--- src/rtl/ysyx_24100006_axil_pkg.sv ---
// Shared AXI-Lite definitions: master state encoding, response codes, bus widths.
// Response constants are common to the master and the slave blocks.
package ysyx_24100006_axil_pkg;

   localparam int unsigned ADDR_W = 32;
   localparam int unsigned DATA_W = 32;
   localparam int unsigned STRB_W = 8;
   localparam int unsigned RESP_W = 2;

   typedef enum logic [2:0] {
      IDLE  = 3'd0,
      RADDR = 3'd1,
      RDATA = 3'd2,
      WRITE = 3'd3,
      WRESP = 3'd4,
      DONE  = 3'd5
   } axil_state_t;

   localparam logic [RESP_W-1:0] OKAY   = 2'b00;
   localparam logic [RESP_W-1:0] EXOKAY = 2'b01;
   localparam logic [RESP_W-1:0] SLVERR = 2'b10;
   localparam logic [RESP_W-1:0] DECERR = 2'b11;

   // Anything other than OKAY is reported to the CPU as an error.
   function automatic logic resp_is_err(input logic [RESP_W-1:0] code);
      return code != OKAY;
   endfunction

endpackage

--- src/rtl/ysyx_24100006_axil_master.sv ---
// AXI-Lite master: turns one CPU request at a time into an AXI-Lite read or
// write and returns a single-cycle completion pulse with data and response.
module ysyx_24100006_axil_master
   import ysyx_24100006_axil_pkg::*;
#(
   parameter logic [DATA_W-1:0] RDATA_ON_ERR = 32'h0000_0000
) (
   input  logic              clk,
   input  logic              reset,
   input  logic              req_valid,
   output logic              req_ready,
   input  logic              req_wen,
   input  logic [ADDR_W-1:0] req_addr,
   input  logic [DATA_W-1:0] req_wdata,
   input  logic [STRB_W-1:0] req_wmask,
   output logic              resp_valid,
   output logic [DATA_W-1:0] resp_rdata,
   output logic              resp_err,
   output logic [RESP_W-1:0] resp_code,
   output logic [ADDR_W-1:0] axi_araddr,
   output logic              axi_arvalid,
   input  logic              axi_arready,
   input  logic              axi_rvalid,
   input  logic [DATA_W-1:0] axi_rdata,
   input  logic [RESP_W-1:0] axi_rresp,
   output logic              axi_rready,
   output logic [ADDR_W-1:0] axi_awaddr,
   output logic              axi_awvalid,
   input  logic              axi_awready,
   output logic [DATA_W-1:0] axi_wdata,
   output logic [STRB_W-1:0] axi_bytes,
   output logic              axi_wvalid,
   input  logic              axi_wready,
   input  logic              axi_bvalid,
   input  logic [RESP_W-1:0] axi_bresp,
   output logic              axi_bready
);

   axil_state_t r_state;

   logic w_accept;
   logic w_ar_hs;
   logic w_r_hs;
   logic w_aw_hs;
   logic w_w_hs;
   logic w_b_hs;
   logic w_aw_done;
   logic w_w_done;

   assign w_accept  = req_valid & req_ready;
   assign w_ar_hs   = axi_arvalid & axi_arready;
   assign w_r_hs    = axi_rvalid & axi_rready;
   assign w_aw_hs   = axi_awvalid & axi_awready;
   assign w_w_hs    = axi_wvalid & axi_wready;
   assign w_b_hs    = axi_bvalid & axi_bready;
   // A write channel is finished once its valid has dropped or is handshaking now.
   assign w_aw_done = ~axi_awvalid | axi_awready;
   assign w_w_done  = ~axi_wvalid | axi_wready;

   always_ff @(posedge clk) begin
      if (reset) begin
         r_state     <= IDLE;
         req_ready   <= 1'b1;
         resp_valid  <= 1'b0;
         resp_rdata  <= '0;
         resp_err    <= 1'b0;
         resp_code   <= OKAY;
         axi_araddr  <= '0;
         axi_arvalid <= 1'b0;
         axi_rready  <= 1'b0;
         axi_awaddr  <= '0;
         axi_awvalid <= 1'b0;
         axi_wdata   <= '0;
         axi_bytes   <= '0;
         axi_wvalid  <= 1'b0;
         axi_bready  <= 1'b0;
      end else begin
         resp_valid <= 1'b0;
         case (r_state)
            IDLE: begin
               if (w_accept) begin
                  req_ready <= 1'b0;
                  if (req_wen) begin
                     axi_awaddr  <= req_addr;
                     axi_wdata   <= req_wdata;
                     axi_bytes   <= req_wmask;
                     axi_awvalid <= 1'b1;
                     axi_wvalid  <= 1'b1;
                     r_state     <= WRITE;
                  end else begin
                     axi_araddr  <= req_addr;
                     axi_arvalid <= 1'b1;
                     r_state     <= RADDR;
                  end
               end
            end
            RADDR: begin
               if (w_ar_hs) begin
                  axi_arvalid <= 1'b0;
                  axi_rready  <= 1'b1;
                  r_state     <= RDATA;
               end
            end
            RDATA: begin
               if (w_r_hs) begin
                  axi_rready <= 1'b0;
                  resp_code  <= axi_rresp;
                  resp_err   <= resp_is_err(axi_rresp);
                  resp_rdata <= resp_is_err(axi_rresp) ? RDATA_ON_ERR : axi_rdata;
                  resp_valid <= 1'b1;
                  r_state    <= DONE;
               end
            end
            WRITE: begin
               // Each valid drops on its own handshake and is never raised again.
               if (w_aw_hs) axi_awvalid <= 1'b0;
               if (w_w_hs)  axi_wvalid  <= 1'b0;
               if (w_aw_done && w_w_done) begin
                  axi_bready <= 1'b1;
                  r_state    <= WRESP;
               end
            end
            WRESP: begin
               if (w_b_hs) begin
                  axi_bready <= 1'b0;
                  resp_code  <= axi_bresp;
                  resp_err   <= resp_is_err(axi_bresp);
                  resp_valid <= 1'b1;
                  r_state    <= DONE;
               end
            end
            DONE: begin
               req_ready <= 1'b1;
               r_state   <= IDLE;
            end
            default: begin
               req_ready <= 1'b1;
               r_state   <= IDLE;
            end
         endcase
      end
   end

endmodule

--- config.mk ---
export PLATFORM = sky130hd
export DESIGN_NAME = ysyx_24100006_axil_master
export DESIGN_NICKNAME = d
export VERILOG_FILES = /design/src/rtl/ysyx_24100006_axil_pkg.sv /design/src/rtl/ysyx_24100006_axil_master.sv
export SDC_FILE = /design/constraint.sdc
export NUM_CORES = 1
export LEC_CHECK = 0
export ABC_AREA = 0
export CAP_MARGIN = 20
export CORE_AREA = 2 2 137 139
export CTS_CLUSTER_DIAMETER = 100
export CTS_CLUSTER_SIZE = 20
export DETAILED_ROUTE_END_ITERATION = 8
export DIE_AREA = 0 0 139 141
export GPL_ROUTABILITY_DRIVEN = 0
export HOLD_SLACK_MARGIN = 0.15
export PLACE_DENSITY = 0.64
export SLEW_MARGIN = 10
export SYNTH_ARGS = -nofsm -noshare
export SYNTH_HDL_FRONTEND = slang
export SYNTH_SLANG_ARGS = --single-unit
--- constraint.sdc ---
create_clock -name clk -period 1.45 [get_ports clk]
set_input_delay 0.29 -clock clk [delete_from_list [all_inputs] [get_ports clk]]
set_output_delay 0.29 -clock clk [all_outputs]
set_load 0.01 [all_outputs]
==> impl_metrics.py, run 1 <==
metrics = {
    "synthesis": {
        "synthArstFlopShare": 0,
        "yosysMostFrequentCell": "nand2_1",
        "synth.distinct_cells": 28,
        "yosysSeqAreaShare": 0.555,
        "synth-edff-count": 0,
        "ys_top_cells_by_area": "dfxtp_1 55%, nand2_1 18%, a21oi_1 13%",
        "yosysWarnings": 0,
        "syn_nets": 793,
        "synth_common_cells": "251 x nand2_1, 149 x dfxtp_1, 142 x a21oi_1",
        "synth_top_area_frac": 0.555,
        "ys.flop_type": "dfxtp_1",
        "ys_ff_latch": 149,
        "yosysTopAreaCell": "dfxtp_1",
        "syn_area_per_cell_um2": 7.95,
        "synth_area_mm2": 0.00538,
        "synth_cells": 676,
    },
    "worst_setup_path": {
        "setup.worst_path.end_class": "flop",
        "cp_max_fo": 8,
        "crit_slowest_cell": "dfxtp_2",
        "max_stage_delay_ps": 340,
        "startpoint_type": "flop",
        "arrival_ps": 1850,
        "path_cells": "nor4b_4, and3_4, buf_12, clkbuf_16, nand2_1, a21oi_1",
        "cp.required_ps": 1790,
        "crit_type": "flop to flop",
    },
    "global_routing": {
        "grt_overflow_total": 0,
        "antenna_found_initial": 0,
        "grt_max_degree": 34,
        "grt_pass1_vias": 5529,
        "grtUsageTotal": 0.186,
        "grt_pass1_wl_mm": 29.2,
    },
    "clocking": {
        "clock-sinks": 149,
        "cts_buffers": 17,
        "clockRootBuffer": "clkbuf_16",
        "tritoncts": "built",
        "postCtsHoldBufs": 0,
        "ctsLongestPathBuffers": 2,
        "clk_pin_slew_ps": 60,
        "ctsHtreeMaxLevel": 4,
        "clock_latency_ps": 420,
    },
    "place": {
        "dpl.cell_count": 1152,
        "port_buffers": 262,
        "dpl_cell_area_mm2": 0.00847,
        "hpwl_mm": 12.0,
    },
    "die": {
        "fp.dieW_um": 139,
        "fp.dieArea_mm2": 0.0196,
        "core_mm2": 0.0183,
        "fp.dieH_um": 141,
        "ios": 263,
        "start_util": 0.294,
        "num_rows": 50,
    },
    "power": {
        "power.total_w": 0.0127,
        "cellPowerDensity_mw_per_mm2": 1360,
        "peakVddDrop_mv": 0.759,
        "leakage_nw": 3.95,
    },
    "route": {
        "drt_iter0_drc": 215,
        "top_layer_used": "met4",
        "antenna_left": 0,
        "wl_met1_mm": 8.36,
        "drt_pass1_iterations": 5,
        "wl_met3_mm": 1.49,
        "wl_met2_mm": 9.10,
        "drc": 0,
        "via_per_inst": 4.67,
        "wl_mm": 19.4,
        "vias": 5594,
        "avgRoutedWirePerCell_um": 16.2,
    },
    "sta": {
        "hold_viol": 0,
        "timing.final.ws_setup_ps": -58.1,
        "fin_crit_sh": 1.04,
        "fmax_mhz": 663,
        "worst_pin_slew_ps": 282,
        "setup_viol_count_final": 82,
        "rsz0062_at_grt": "true",
        "slew_viol_final": 0,
        "finClkSkew_ps": 8.43,
        "setup_tns_ps": -1790,
        "fin_crit_ps": 1510,
        "max_slew_margin": 0.811,
    },
    "cells_and_area": {
        "area_growth_syn_to_layout_pct": 73.7,
        "num_antenna_cells": 0,
        "drive_gt1_frac": 0.132,
        "fin_area_mm2": 0.00934,
        "nets": 1069,
        "finalNonFillerCells": 1198,
    },
    "status": {
        "status": "finished with violations",
        "violations": "setup timing",
    },
    "min_path": {
        "hold_path.class": "input port to flop",
    },
    "flow_run": {
        "cap_violations": 0,
    },
}
## per-layer routing
layer / vias up / GRT usage
li1: 2779 / -
met2: 193 / 0.305
met5: - / 0
met4: 0 / 0.0760
met3: 31 / 0.0717
met1: 2591 / 0.220
## layout make-up
cell class | instances | area, um2
clock buffers | 18 | 439
clock inverters | 13 | 181
fillers | 1777 | 8930
inverters | 2 | 7.51
multi-input cells | 474 | 2320
flip-flops and latches | 149 | 2990
well taps | 234 | 293
repair buffers | 308 | 3110
## critical path: cells and delay by family, from the launching register on
family          cells  cell delay (ps)
simple gates        3              650
flops               1              340
compound gates      1              110
buf+inv             2              320
## flip-flops by register name, summed over array words and instances (netlist names)
name	cells
axi_wdata	32
resp_err	1
axi_bready	1
axi_awaddr	32
axi_araddr	32
resp_code	2
axi_arvalid	1
axi_wvalid	1
req_ready	1
resp_valid	1
r_state	3
axi_bytes	8
axi_rready	1
resp_rdata	32
axi_awvalid	1
## final timing paths
check	startpoint	to	slack (ps)	depth (start not counted)
setup / recovery	r_state[2]	axi_awaddr[1]	-60	6
hold / removal	reset	resp_err	230	2
setup reg to reg	r_state[2]	axi_awaddr[1]	-60	6
hold reg to reg	resp_rdata[27]	resp_rdata[27]	450	2
## cells by family after synthesis
logic type,count (synthesis),share of synthesized area
compound gates,154,0.148
buf+inv,53,0.0449
flops,149,0.555
mux,4,0.00745
simple gates,316,0.245
## cell usage in the layout (no fill, tap or decap), types with 2 or more instances in the layout
cell type        instances
dfxtp_1                146
bufinv_16                4
o22ai_1                  2
inv_1                    2
clkbuf_16               22
a21oi_2                 26
nand3b_1                 3
nand2_2                  7
dlygate4sd2_1          144
buf_12                  14
clkinv_2                 4
clkdlybuf4s50_1        115
mux2i_1                  4
nand4b_1                 3
clkinvlp_4               2
clkinv_4                 2
o21ai_0                  2
nor2_1                  11
buf_4                   19
nand3_1                 31
a21oi_1                116
dfxtp_2                  3
nand2_1                244
buf_6                    6
nor2_2                   2
nand2b_1                 2
a311oi_1                 3
buf_16                   2
## what timing repair did
item	in CTS	in global routing
cloned	2	7
buffers inserted	1	5
pin swaps	2	10
resized for setup	162	38
setup endpoints to repair	254	150
hold endpoints to repair	0	0
## stage by stage
step	util	hold slack, ps	worst slack (ps)
2_1_floorplan	-	405	-14.7
3_3_place_gp	0.464	437	-391
3_5_place_dp	0.464	444	-448
4_1_cts	0.494	213	-48.1
5_1_grt	0.511	229	-201
6_report	0.511	235	-58.1
## power breakdown
group / internal (W) / leakage, nW / switching (W)
sequential: 0.00450 / 1.21 / 0.000225
combinational: 0.00161 / 2.44 / 0.00170
clock: 0.00291 / 0.302 / 0.00177
total: 0.00902 / 3.95 / 0.00369
Note: power is estimated with default switching activity, not from simulation.
==> run 2, diff against run 1 <==
--- a/config.mk
+++ b/config.mk
@@ -7,14 +7,14 @@
 export LEC_CHECK = 0
 export ABC_AREA = 0
 export CAP_MARGIN = 20
-export CORE_AREA = 2 2 137 139
+export CORE_AREA = 2 2 133 135
 export CTS_CLUSTER_DIAMETER = 100
 export CTS_CLUSTER_SIZE = 20
 export DETAILED_ROUTE_END_ITERATION = 8
-export DIE_AREA = 0 0 139 141
+export DIE_AREA = 0 0 135 137
 export GPL_ROUTABILITY_DRIVEN = 0
 export HOLD_SLACK_MARGIN = 0.15
-export PLACE_DENSITY = 0.64
+export PLACE_DENSITY = 0.68
 export SLEW_MARGIN = 10
 export SYNTH_ARGS = -nofsm -noshare
 export SYNTH_HDL_FRONTEND = slang
==> run 2 against run 1 <==
Against the previous run: sequential power rose by 1%; the run still ends with setup timing left; global-route usage rose by 1.4 points; clock power fell by 5.1%; final area up 6.8%; highest routed layer unchanged; largest cell class unchanged; worst setup slack got worse by 130 ps; register-to-register slack worse by 130 ps; maximum frequency down 7.8%; final cell count is 0.25% higher; via count grew 2.9%; sequential share of layout area is 2.0 points lower.
==> impl_metrics.py, run 2 (synthesized netlist as in run 1, its figures left out) <==
metrics = {
    "power": {
        "leakage_nw": 4.22,
        "cellPowerDensity_mw_per_mm2": 1320,
        "swShare": 0.298,
        "internal_power_w": 0.00921,
        "power.switching_w": 0.00391,
        "pwr-share-seq": 0.365,
        "power_frac_comb": 0.297,
        "peakVddDrop_mv": 0.748,
        "p_clk_frac": 0.338,
    },
    "cells_and_area": {
        "multiInputGateArea_mm2": 0.00271,
        "nets": 1082,
        "num_antenna_cells": 0,
        "drive_gt1_frac": 0.220,
        "postLayoutCoreUtil": 0.585,
        "area_growth_syn_to_layout_pct": 85.5,
        "area.sequential_mm2": 0.00299,
        "layout_common_cells": "188 x nand2_1, 146 x dfxtp_1, 143 x dlygate4sd2_1",
        "layout_commonest_cell": "nand2_1",
        "fillers": 1516,
    },
    "sta": {
        "slew_viol_final": 0,
        "setup_viol_count_final": 144,
        "worst_pin_slew_ps": 398,
        "fmax_mhz": 612,
        "timing.hold.ws_ps": 269,
        "fin_crit_ps": 1640,
        "fin_crit_sh": 1.13,
        "max_slew_margin": 0.734,
        "timing.final.ws_setup_ps": -185,
        "finClkSkew_ps": 6.92,
        "hold_viol": 0,
        "rsz0062_at_grt": "true",
    },
    "global_routing": {
        "grtUsageTotal": 0.201,
        "grt_pass1_wl_mm": 28.7,
        "grt_pass1_vias": 5407,
        "antenna_found_initial": 0,
        "grt_overflow_total": 0,
        "grt_max_degree": 49,
    },
    "die": {
        "ios": 263,
        "fp.dieW_um": 135,
        "core_mm2": 0.0171,
        "fp.dieH_um": 137,
        "num_rows": 48,
        "start_util": 0.315,
        "fp.dieArea_mm2": 0.0185,
    },
    "worst_setup_path": {
        "max_stage_delay_ps": 360,
        "crit_type": "flop to flop",
        "cp.depth": 8,
        "path_cells": "nor4b_4, buf_4, buf_6, nand3b_1, buf_6, buf_12, nand2_2, a21oi_2",
        "cp_max_fo": 8,
        "reg2reg_from": "r_state[1]",
        "timing.critical_path.buf_inv": 4,
        "crit_slowest_cell": "dfxtp_4",
        "rrSetupSlack_ps": -190,
        "arrival_ps": 1920,
        "cp.required_ps": 1740,
        "reg2reg_depth": 8,
        "critPathTopFamily": "buffers and inverters",
        "setup.worst_path.end_class": "flop",
        "cpMostUsedCell": "buf_6",
        "timing.rr.end": "axi_araddr[11]",
        "startpoint_type": "flop",
    },
    "route": {
        "avgRoutedWirePerCell_um": 16.7,
        "antenna_left": 0,
        "drt_pass1_iterations": 4,
        "via_per_inst": 4.79,
        "drt_iter0_drc": 204,
        "vias": 5754,
        "wl_mm": 20.1,
        "drc": 0,
    },
    "min_path": {
        "hold_path.class": "input port to flop",
        "holdCritStartpoint": "reset",
        "hold_path_depth": 2,
        "min_to": "resp_err",
    },
    "clocking": {
        "ctsHtreeMaxLevel": 4,
        "clk_pin_slew_ps": 60,
        "clock_latency_ps": 410,
        "ctsLongestPathBuffers": 2,
        "tritoncts": "built",
        "clock-sinks": 149,
        "postCtsHoldBufs": 0,
        "clockRootBuffer": "clkbuf_16",
        "cts_buffers": 17,
    },
    "place": {
        "place_ws_ps": -550,
        "hpwl_mm": 11.6,
        "port_buffers": 262,
    },
    "status": {
        "status": "finished with violations",
        "violations": "setup timing",
    },
    "flow_run": {
        "cap_violations": 0,
    },
}
==> run 2: per-layer routing <==
layer | track usage | wire, um | up-vias
li1 | - | - | 2811
met5 | 0 | 0 | -
met4 | 0.0642 | 206 | 0
met3 | 0.0689 | 1590 | 15
met1 | 0.241 | 8270 | 2712
met2 | 0.338 | 10000 | 216
==> run 2: area by class of cell <==
cell class / count / share of cell area
multi-input cells: 474 / 0.272
inverters: 2 / 0.000753
clock inverters: 8 / 0.00991
well taps: 225 / 0.0282
clock buffers: 22 / 0.0496
flip-flops and latches: 149 / 0.300
repair buffers: 321 / 0.340
==> run 2: repair_timing <==
item / 4_1_cts / 5_1_grt
pin swaps: 39 / 47
resized for setup: 213 / 113
endpoints found under the setup margin: 287 / 150
buffers inserted: 13 / 1
gates cloned: 11 / 6
==> run 2: worst max path at each step <==
stage | from | end | slack, ps
final | r_state[1] | axi_araddr[11] | -190
after global routing | r_state[1] | axi_bytes[6] | -230
after CTS | r_state[2] | axi_wdata[22] | -130
after detailed placement | req_valid | axi_araddr[2] | -550
after global placement | req_valid | axi_araddr[24] | -470
after floorplan | r_state[2] | axi_araddr[10] | -10
==> run 2: power groups by stage <==
stage,clock network [W],logic [W],registers [W]
floorplan,0,0.00121,0.00497
global placement,0,0.00294,0.00481
CTS,0.00452,0.00347,0.00475
finish,0.00444,0.00390,0.00478
detailed placement,0,0.00296,0.00483
global route,0.00470,0.00416,0.00484
==> run 2: per-stage QoR <==
stage	area, um2	power (W)	setup TNS [ps]	cells
floorplan	5440	0.00618	-727	676
global placement	8420	0.00775	-53110	1141
detailed placement	8420	0.00779	-59840	1141
CTS	9440	0.0127	-11700	1195
global route	9970	0.0137	-25990	1201
finish	9970	0.0131	-16940	1201
==> run 3, diff against run 2 <==
--- a/config.mk
+++ b/config.mk
@@ -6,7 +6,7 @@
 export NUM_CORES = 1
 export LEC_CHECK = 0
 export ABC_AREA = 0
-export CAP_MARGIN = 20
+export CAP_MARGIN = 10
 export CORE_AREA = 2 2 133 135
 export CTS_CLUSTER_DIAMETER = 100
 export CTS_CLUSTER_SIZE = 20
==> results of run 3 <==
No change in the layout: final DEF, timing and power equal those of run 2.
